File: src/rtl/bcu_pkg.sv
// bcu_pkg: opcodes, flag indices and return-stack entry type for branch_ctrl_unit
package bcu_pkg;
  localparam logic [4:0] OP_JMP  = 5'b11000;
  localparam logic [4:0] OP_JC   = 5'b11100;
  localparam logic [4:0] OP_JNC  = 5'b11101;
  localparam logic [4:0] OP_JZ   = 5'b11110;
  localparam logic [4:0] OP_JNZ  = 5'b11111;
  localparam logic [4:0] OP_RET  = 5'b10000;
  localparam logic [4:0] OP_CALL = 5'b11001;
  localparam logic [4:0] OP_RETI = 5'b10001;
  localparam int CARRY = 0;
  localparam int ZERO  = 1;
  localparam int DEF_ADDR_W = 8;
  localparam int DEF_FLAG_W = 4;
  typedef struct packed {
    logic [DEF_ADDR_W-1:0] addr;
    logic [DEF_FLAG_W-1:0] flags;
  } stack_entry_t;
endpackage

File: src/rtl/bcu_ret_stack.sv
// bcu_ret_stack: LIFO return stack; overflowing pushes are dropped, err_o pulses on bad push/pop
module bcu_ret_stack #(
  parameter int DW    = 12,
  parameter int DEPTH = 4
) (
  input  logic          clk,
  input  logic          rst_n,
  input  logic          push_i,
  input  logic          pop_i,
  input  logic [DW-1:0] din_i,
  output logic [DW-1:0] dout_o,
  output logic          full_o,
  output logic          empty_o,
  output logic          err_o
);
  localparam int CW = $clog2(DEPTH + 1);
  localparam int IW = $clog2(DEPTH);
  logic [DW-1:0] mem_q [DEPTH];
  logic [CW-1:0] cnt_q, cnt_d;
  assign full_o  = cnt_q == CW'(DEPTH);
  assign empty_o = cnt_q == '0;
  assign dout_o  = empty_o ? '0 : mem_q[IW'(cnt_q - CW'(1))];
  assign err_o   = (push_i & full_o) | (pop_i & empty_o);
  assign cnt_d   = (push_i & !full_o) ? cnt_q + CW'(1) : (pop_i & !empty_o) ? cnt_q - CW'(1) : cnt_q;
  always_ff @(posedge clk or negedge rst_n)
    if (!rst_n) cnt_q <= '0;
    else cnt_q <= cnt_d;
  // Storage is not reset: a cleared count already discards every entry.
  always_ff @(posedge clk)
    if (push_i && !full_o) mem_q[IW'(cnt_q)] <= din_i;
endmodule

File: src/rtl/branch_ctrl_unit.sv
// branch_ctrl_unit: PC redirect decision for jumps, CALL/RET and vectored nested interrupts
module branch_ctrl_unit
  import bcu_pkg::*;
#(
  parameter int                ADDR_W      = 8,
  parameter int                INS_W       = 20,
  parameter int                FLAG_W      = 4,
  parameter int                STACK_DEPTH = 4,
  parameter int                NUM_IRQ     = 4,
  parameter logic [ADDR_W-1:0] IRQ_BASE    = 'hF0,
  parameter int                VEC_STRIDE  = 2
) (
  input  logic                       clk,
  input  logic                       reset,
  input  logic [INS_W-1:0]           ins,
  input  logic [FLAG_W-1:0]          flag_ex,
  input  logic [ADDR_W-1:0]          ret_addr,
  input  logic [NUM_IRQ-1:0]         irq,
  input  logic                       int_en,
  output logic                       pc_mux_sel,
  output logic [ADDR_W-1:0]          jmp_loc,
  output logic                       flush,
  output logic                       irq_ack,
  output logic [$clog2(NUM_IRQ)-1:0] irq_id,
  output logic [FLAG_W-1:0]          flag_restore,
  output logic                       flag_restore_vld,
  output logic                       stack_err
);
  localparam int IDW = $clog2(NUM_IRQ);
  localparam int EW  = ADDR_W + FLAG_W;
  typedef struct packed {
    logic [ADDR_W-1:0] addr;
    logic [FLAG_W-1:0] flags;
  } entry_t;
  entry_t             top_e, push_e;
  logic [4:0]         op;
  logic [ADDR_W-1:0]  tgt, vec;
  logic [NUM_IRQ-1:0] is_q, is_d, irq_oh, is_lo;
  logic [IDW-1:0]     id_q, id_d, irq_idx;
  logic               take_q, take_d, err_q, err_d;
  logic               dec_en, jmp_op, is_call, is_ret, is_reti, stk_op;
  logic               blocked, accept, push, pop, full, empty, stk_err;
  logic               unused_ins;
  assign op         = ins[INS_W-1 -: 5];
  assign tgt        = ins[ADDR_W-1:0];
  assign unused_ins = ^ins[INS_W-6:ADDR_W];
  // Decode is muted in reset and during the interrupt take cycle.
  assign dec_en  = reset & !take_q;
  assign jmp_op  = dec_en & ((op == OP_JMP) | (op == OP_JC & flag_ex[CARRY]) | (op == OP_JNC & !flag_ex[CARRY])
                   | (op == OP_JZ & flag_ex[ZERO]) | (op == OP_JNZ & !flag_ex[ZERO]));
  assign is_call = dec_en & (op == OP_CALL);
  assign is_ret  = dec_en & (op == OP_RET);
  assign is_reti = dec_en & (op == OP_RETI);
  assign stk_op  = (op == OP_CALL) | (op == OP_RET) | (op == OP_RETI);
  always_comb begin
    irq_idx = '0;
    for (int j = NUM_IRQ - 1; j >= 0; j--) if (irq[j]) irq_idx = IDW'(j);
  end
  // One-hot lowest set bits; a request is blocked by any in-service level at or above its priority.
  assign irq_oh  = irq & (~irq + NUM_IRQ'(1));
  assign is_lo   = is_q & (~is_q + NUM_IRQ'(1));
  assign blocked = |(is_q & (irq_oh | (irq_oh - NUM_IRQ'(1))));
  assign accept  = dec_en & int_en & (|irq) & !blocked & !full & !stk_op;
  assign push    = is_call | accept;
  assign pop     = is_ret | is_reti;
  assign push_e  = '{addr: ret_addr, flags: flag_ex};
  bcu_ret_stack #(.DW(EW), .DEPTH(STACK_DEPTH)) u_stack (
    .clk    (clk),
    .rst_n  (reset),
    .push_i (push),
    .pop_i  (pop),
    .din_i  (push_e),
    .dout_o (top_e),
    .full_o (full),
    .empty_o(empty),
    .err_o  (stk_err)
  );
  assign vec              = IRQ_BASE + ADDR_W'(VEC_STRIDE) * ADDR_W'(id_q);
  assign pc_mux_sel       = take_q | jmp_op | is_call | pop;
  assign flush            = pc_mux_sel;
  assign jmp_loc          = take_q ? vec : pop ? top_e.addr : (jmp_op | is_call) ? tgt : '0;
  assign irq_ack          = take_q;
  assign irq_id           = take_q ? id_q : '0;
  assign flag_restore_vld = is_reti & !empty;
  assign flag_restore     = flag_restore_vld ? top_e.flags : '0;
  assign stack_err        = err_q;
  assign take_d = accept;
  assign id_d   = accept ? irq_idx : id_q;
  assign is_d   = (is_q & ~(is_reti ? is_lo : '0)) | (accept ? irq_oh : '0);
  assign err_d  = err_q | stk_err;
  always_ff @(posedge clk or negedge reset)
    if (!reset) begin
      take_q <= 1'b0;
      id_q   <= '0;
      is_q   <= '0;
      err_q  <= 1'b0;
    end else begin
      take_q <= take_d;
      id_q   <= id_d;
      is_q   <= is_d;
      err_q  <= err_d;
    end
endmodule

File: config.mk
export PLATFORM = sky130hd
export DESIGN_NAME = branch_ctrl_unit
export DESIGN_NICKNAME = d
export VERILOG_FILES = /design/src/rtl/bcu_pkg.sv /design/src/rtl/bcu_ret_stack.sv /design/src/rtl/branch_ctrl_unit.sv
export SDC_FILE = /design/constraint.sdc
export NUM_CORES = 1
export LEC_CHECK = 0
export BUFFER_PORTS_ARGS = -buffer_cell sky130_fd_sc_hd__buf_4
export CAP_MARGIN = 30
export CORE_MARGIN = 4
export CORE_UTILIZATION = 49
export DETAILED_ROUTE_END_ITERATION = 10
export GPL_ROUTABILITY_DRIVEN = 0
export PLACE_DENSITY = 0.76
export SETUP_SLACK_MARGIN = 0.15
export SYNTH_ARGS = -nofsm -noshare
export SYNTH_HDL_FRONTEND = slang
export SYNTH_SLANG_ARGS = --single-unit
export TNS_END_PERCENT = 30
File: constraint.sdc
create_clock -name clk -period 3.15 [get_ports clk]
set_clock_uncertainty 0.1 [all_clocks]
set_input_delay 0.1575 -clock clk [delete_from_list [all_inputs] [get_ports clk]]
set_output_delay 0.1575 -clock clk [all_outputs]
set_load 0.01 [all_outputs]
==> summary.txt <==
Detailed routing
  • Drt first pass iters: 4
  • Via count: 1831
  • Initial DRC count: 97
  • WL per Instance: 17.33 um
  • DRC viols: 0
  • DR vias/cell: 5.433
  • Routed Antenna Nets: 0
  • Final WL: 5.841 mm

Global route
  • GRT overflow: 0
  • GR Util All Layers: 0.1819
  • First-pass GRT wire length: 9.729 mm
  • Largest net degree at the start of global routing: 19
  • Initial antenna violation count: 0
  • Number of global-route vias before repair: 1913

Timing
  • Rel. slew slack: 0.4073
  • Setup violations, final: 0
  • Final hold vios: 0
  • Worst Tran Pin Value: 0.8849 ns
  • Post-layout min period: 2.628 ns
  • Max Slew Vio Count: 0
  • Setup TNS: 0 ns
  • Final period util: 0.8342
  • Fmax: 380.6 MHz
  • Unrepaired setup endpoints after global routing: no

Critical path
  • Critical Path RT: 2.89 ns
  • Critical path fanouts, max: 15
  • Crit end category: primary output
  • Startpoint types: flop
  • Crit Path Category: flop to primary output
  • CP Data Arrival Time: 2.37 ns

Die
  • FP Rows: 26
  • Total core area: 5270 sq um
  • Chip Height: 82.87 um
  • Die area: 6867 sq um
  • Initial Util: 0.5211
  • Ports: 58
  • Die width: 82.87 um

Synthesis
  • Average cell area after synthesis: 14.53 sq um
  • Synthesized area: 2746 sq um
  • Mapped Cells: 189
  • Yosys cell types: 49
  • Syn_nets: 233
  • Synth area leader: edfxtp_1
  • Most used flip-flop cell after synthesis: edfxtp_1
  • Number of synthesized flops with an enable pin: 48
  • Fraction of registers with async set/reset: 0.1864
  • Synth Warn #: 0
  • Synth area leaders: edfxtp_1 52%, dfrtp_1 10%, mux4_2 9.8%
  • Synth Register Bits: 59
  • Yosys top cell area share: 0.5248
  • Post-synthesis sequential area ratio: 0.6251

Pwr
  • Worst VDD drop: 0.4346 mV
  • Pleak: 1.360 nW
  • PwrDens: 676.0 nW/um^2

Flow run
  • Number of max-cap violations: 0

Cells and area
  • Syn-to-layout area delta: 28.52%
  • # diodes: 0
  • Nets@finish: 307
  • Share of layout cells above drive strength 1: 0.3483
  • Non-filler cells, final: 337
  • Fin util: 0.6698
  • Most frequent cells in the layout: 55 x buf_4, 48 x edfxtp_1, 17 x nand2_1
  • Fill cells: 392
  • Commonest non-fill, non-tap cell in the layout: buf_4
  • Design area: 3530 sq um

Clocking
  • Clock Pin Slew Worst Setup and Hold Paths: 0.06 ns
  • CTS Buffer Depth: 2
  • Post-cts sizing count: 0
  • Clock Sinks: 59
  • CTS tree: yes
  • CTS H-tree depth: 3
  • CTS Root Cell: clkbuf_8
  • CTS buffer count: 9
  • Clock Latency Late Sink: 0.33 ns

Place
  • Area after DPL: 3197 sq um
  • Dpl cells: 307
  • PortBufs: 50
  • Post-DP HPWL: 3.825 mm

Outcome
  • Outcome: complete, no violations

Hold path
  • HP Class: primary input to flop
## Yosys cell counts (all sizes together) (2+ instances only)
cell / n
nand3: 5
a31o: 2
o32ai: 2
nand2b: 2
nor2: 5
a31oi: 2
clkbuf: 4
edfxtp: 48
buf: 3
or3: 2
dfrtp: 11
nor2b: 6
and3: 5
ha: 5
and2: 3
o21a: 2
o31a: 2
a22o: 2
inv: 9
nand2: 17
mux4: 12
a21oi: 8
o21ai: 13
or2b: 3
## per-stage QoR
| step | worst slack, ns | hold slack (ns) | power [mW] |
|---|---|---|---|
| finish | 0.5224 | 0.01524 | 2.386 |
| global route | 0.3394 | 0.03153 | 2.522 |
| CTS | 0.4665 | 0.005868 | 2.407 |
| detailed placement | 0.5738 | -0.06609 | 1.753 |
| global placement | 0.6423 | -0.06772 | 1.739 |
| floorplan | 0.2553 | -0.2381 | 1.558 |
## worst paths after layout
check / endpoint / start / cells after the start / slack [ns]
max in group asynchronous: u_stack.cnt_q[2] / reset / 2 / 2.62
min in group asynchronous: is_q[3] / reset / 2 / 0.13
max: jmp_loc[5] / u_stack.cnt_q[1] / 6 / 0.52
max reg2reg: u_stack.mem_q[2][6] / u_stack.cnt_q[1] / 7 / 0.52
min: is_q[1] / irq[1] / 3 / 0.02
min reg2reg: stack_err / stack_err / 1 / 0.38
## flip-flops by register name, indices dropped and copies added, names as in the netlist
name,count
u_stack.cnt_q,3
stack_err,1
u_stack.mem_q,48
is_q,4
irq_ack,1
id_q,2
## critical path, stage by stage (launching register included)
cell	delay, ns
dfrtp_1	0.39
inv_1	0.09
ha_1	0.67
mux4_2	0.41
a21oi_1	0.18
o21ai_0	0.11
buf_4	0.19
## logic make-up after synthesis
logic type | synth area share
buf+inv | 0.03234
flops | 0.6251
fa+ha+maj | 0.02278
mux | 0.09841
compound gates | 0.09340
simple gates | 0.1248
xor+xnor | 0.003190
## power breakdown
part	leakage [nW]	internal, mW	switching (mW)
clock	0.0881	0.358	0.279
sequential	0.567	0.936	0.0584
combinational	0.705	0.398	0.357
total	1.36	1.69	0.695
## metal layers
layer  global-route usage  wire, um
met1               0.2185      2490
met2               0.2974      2863
met3              0.04554       279
met4               0.1040       208
met5                    0         0
## layout make-up
cell class | instances | area, sq um | area share
sequential | 59 | 1717 | 0.4864
multi-input combinational | 114 | 945.9 | 0.2680
clock inverter | 5 | 55.05 | 0.01560
inverter | 9 | 33.78 | 0.009571
timing repair buffer | 70 | 563.0 | 0.1595
clock buffer | 10 | 127.6 | 0.03616
tap | 70 | 87.58 | 0.02481
## timing repair
| action | 4_1_cts | 5_1_grt |
|---|---|---|
| endpoints found under the setup margin | 0 | 0 |
| setup buffers | 0 | 0 |
| hold endpoints to repair | 62 | 0 |
| hold buffers | 15 | 0 |
Power figures use the tool's default switching activity.
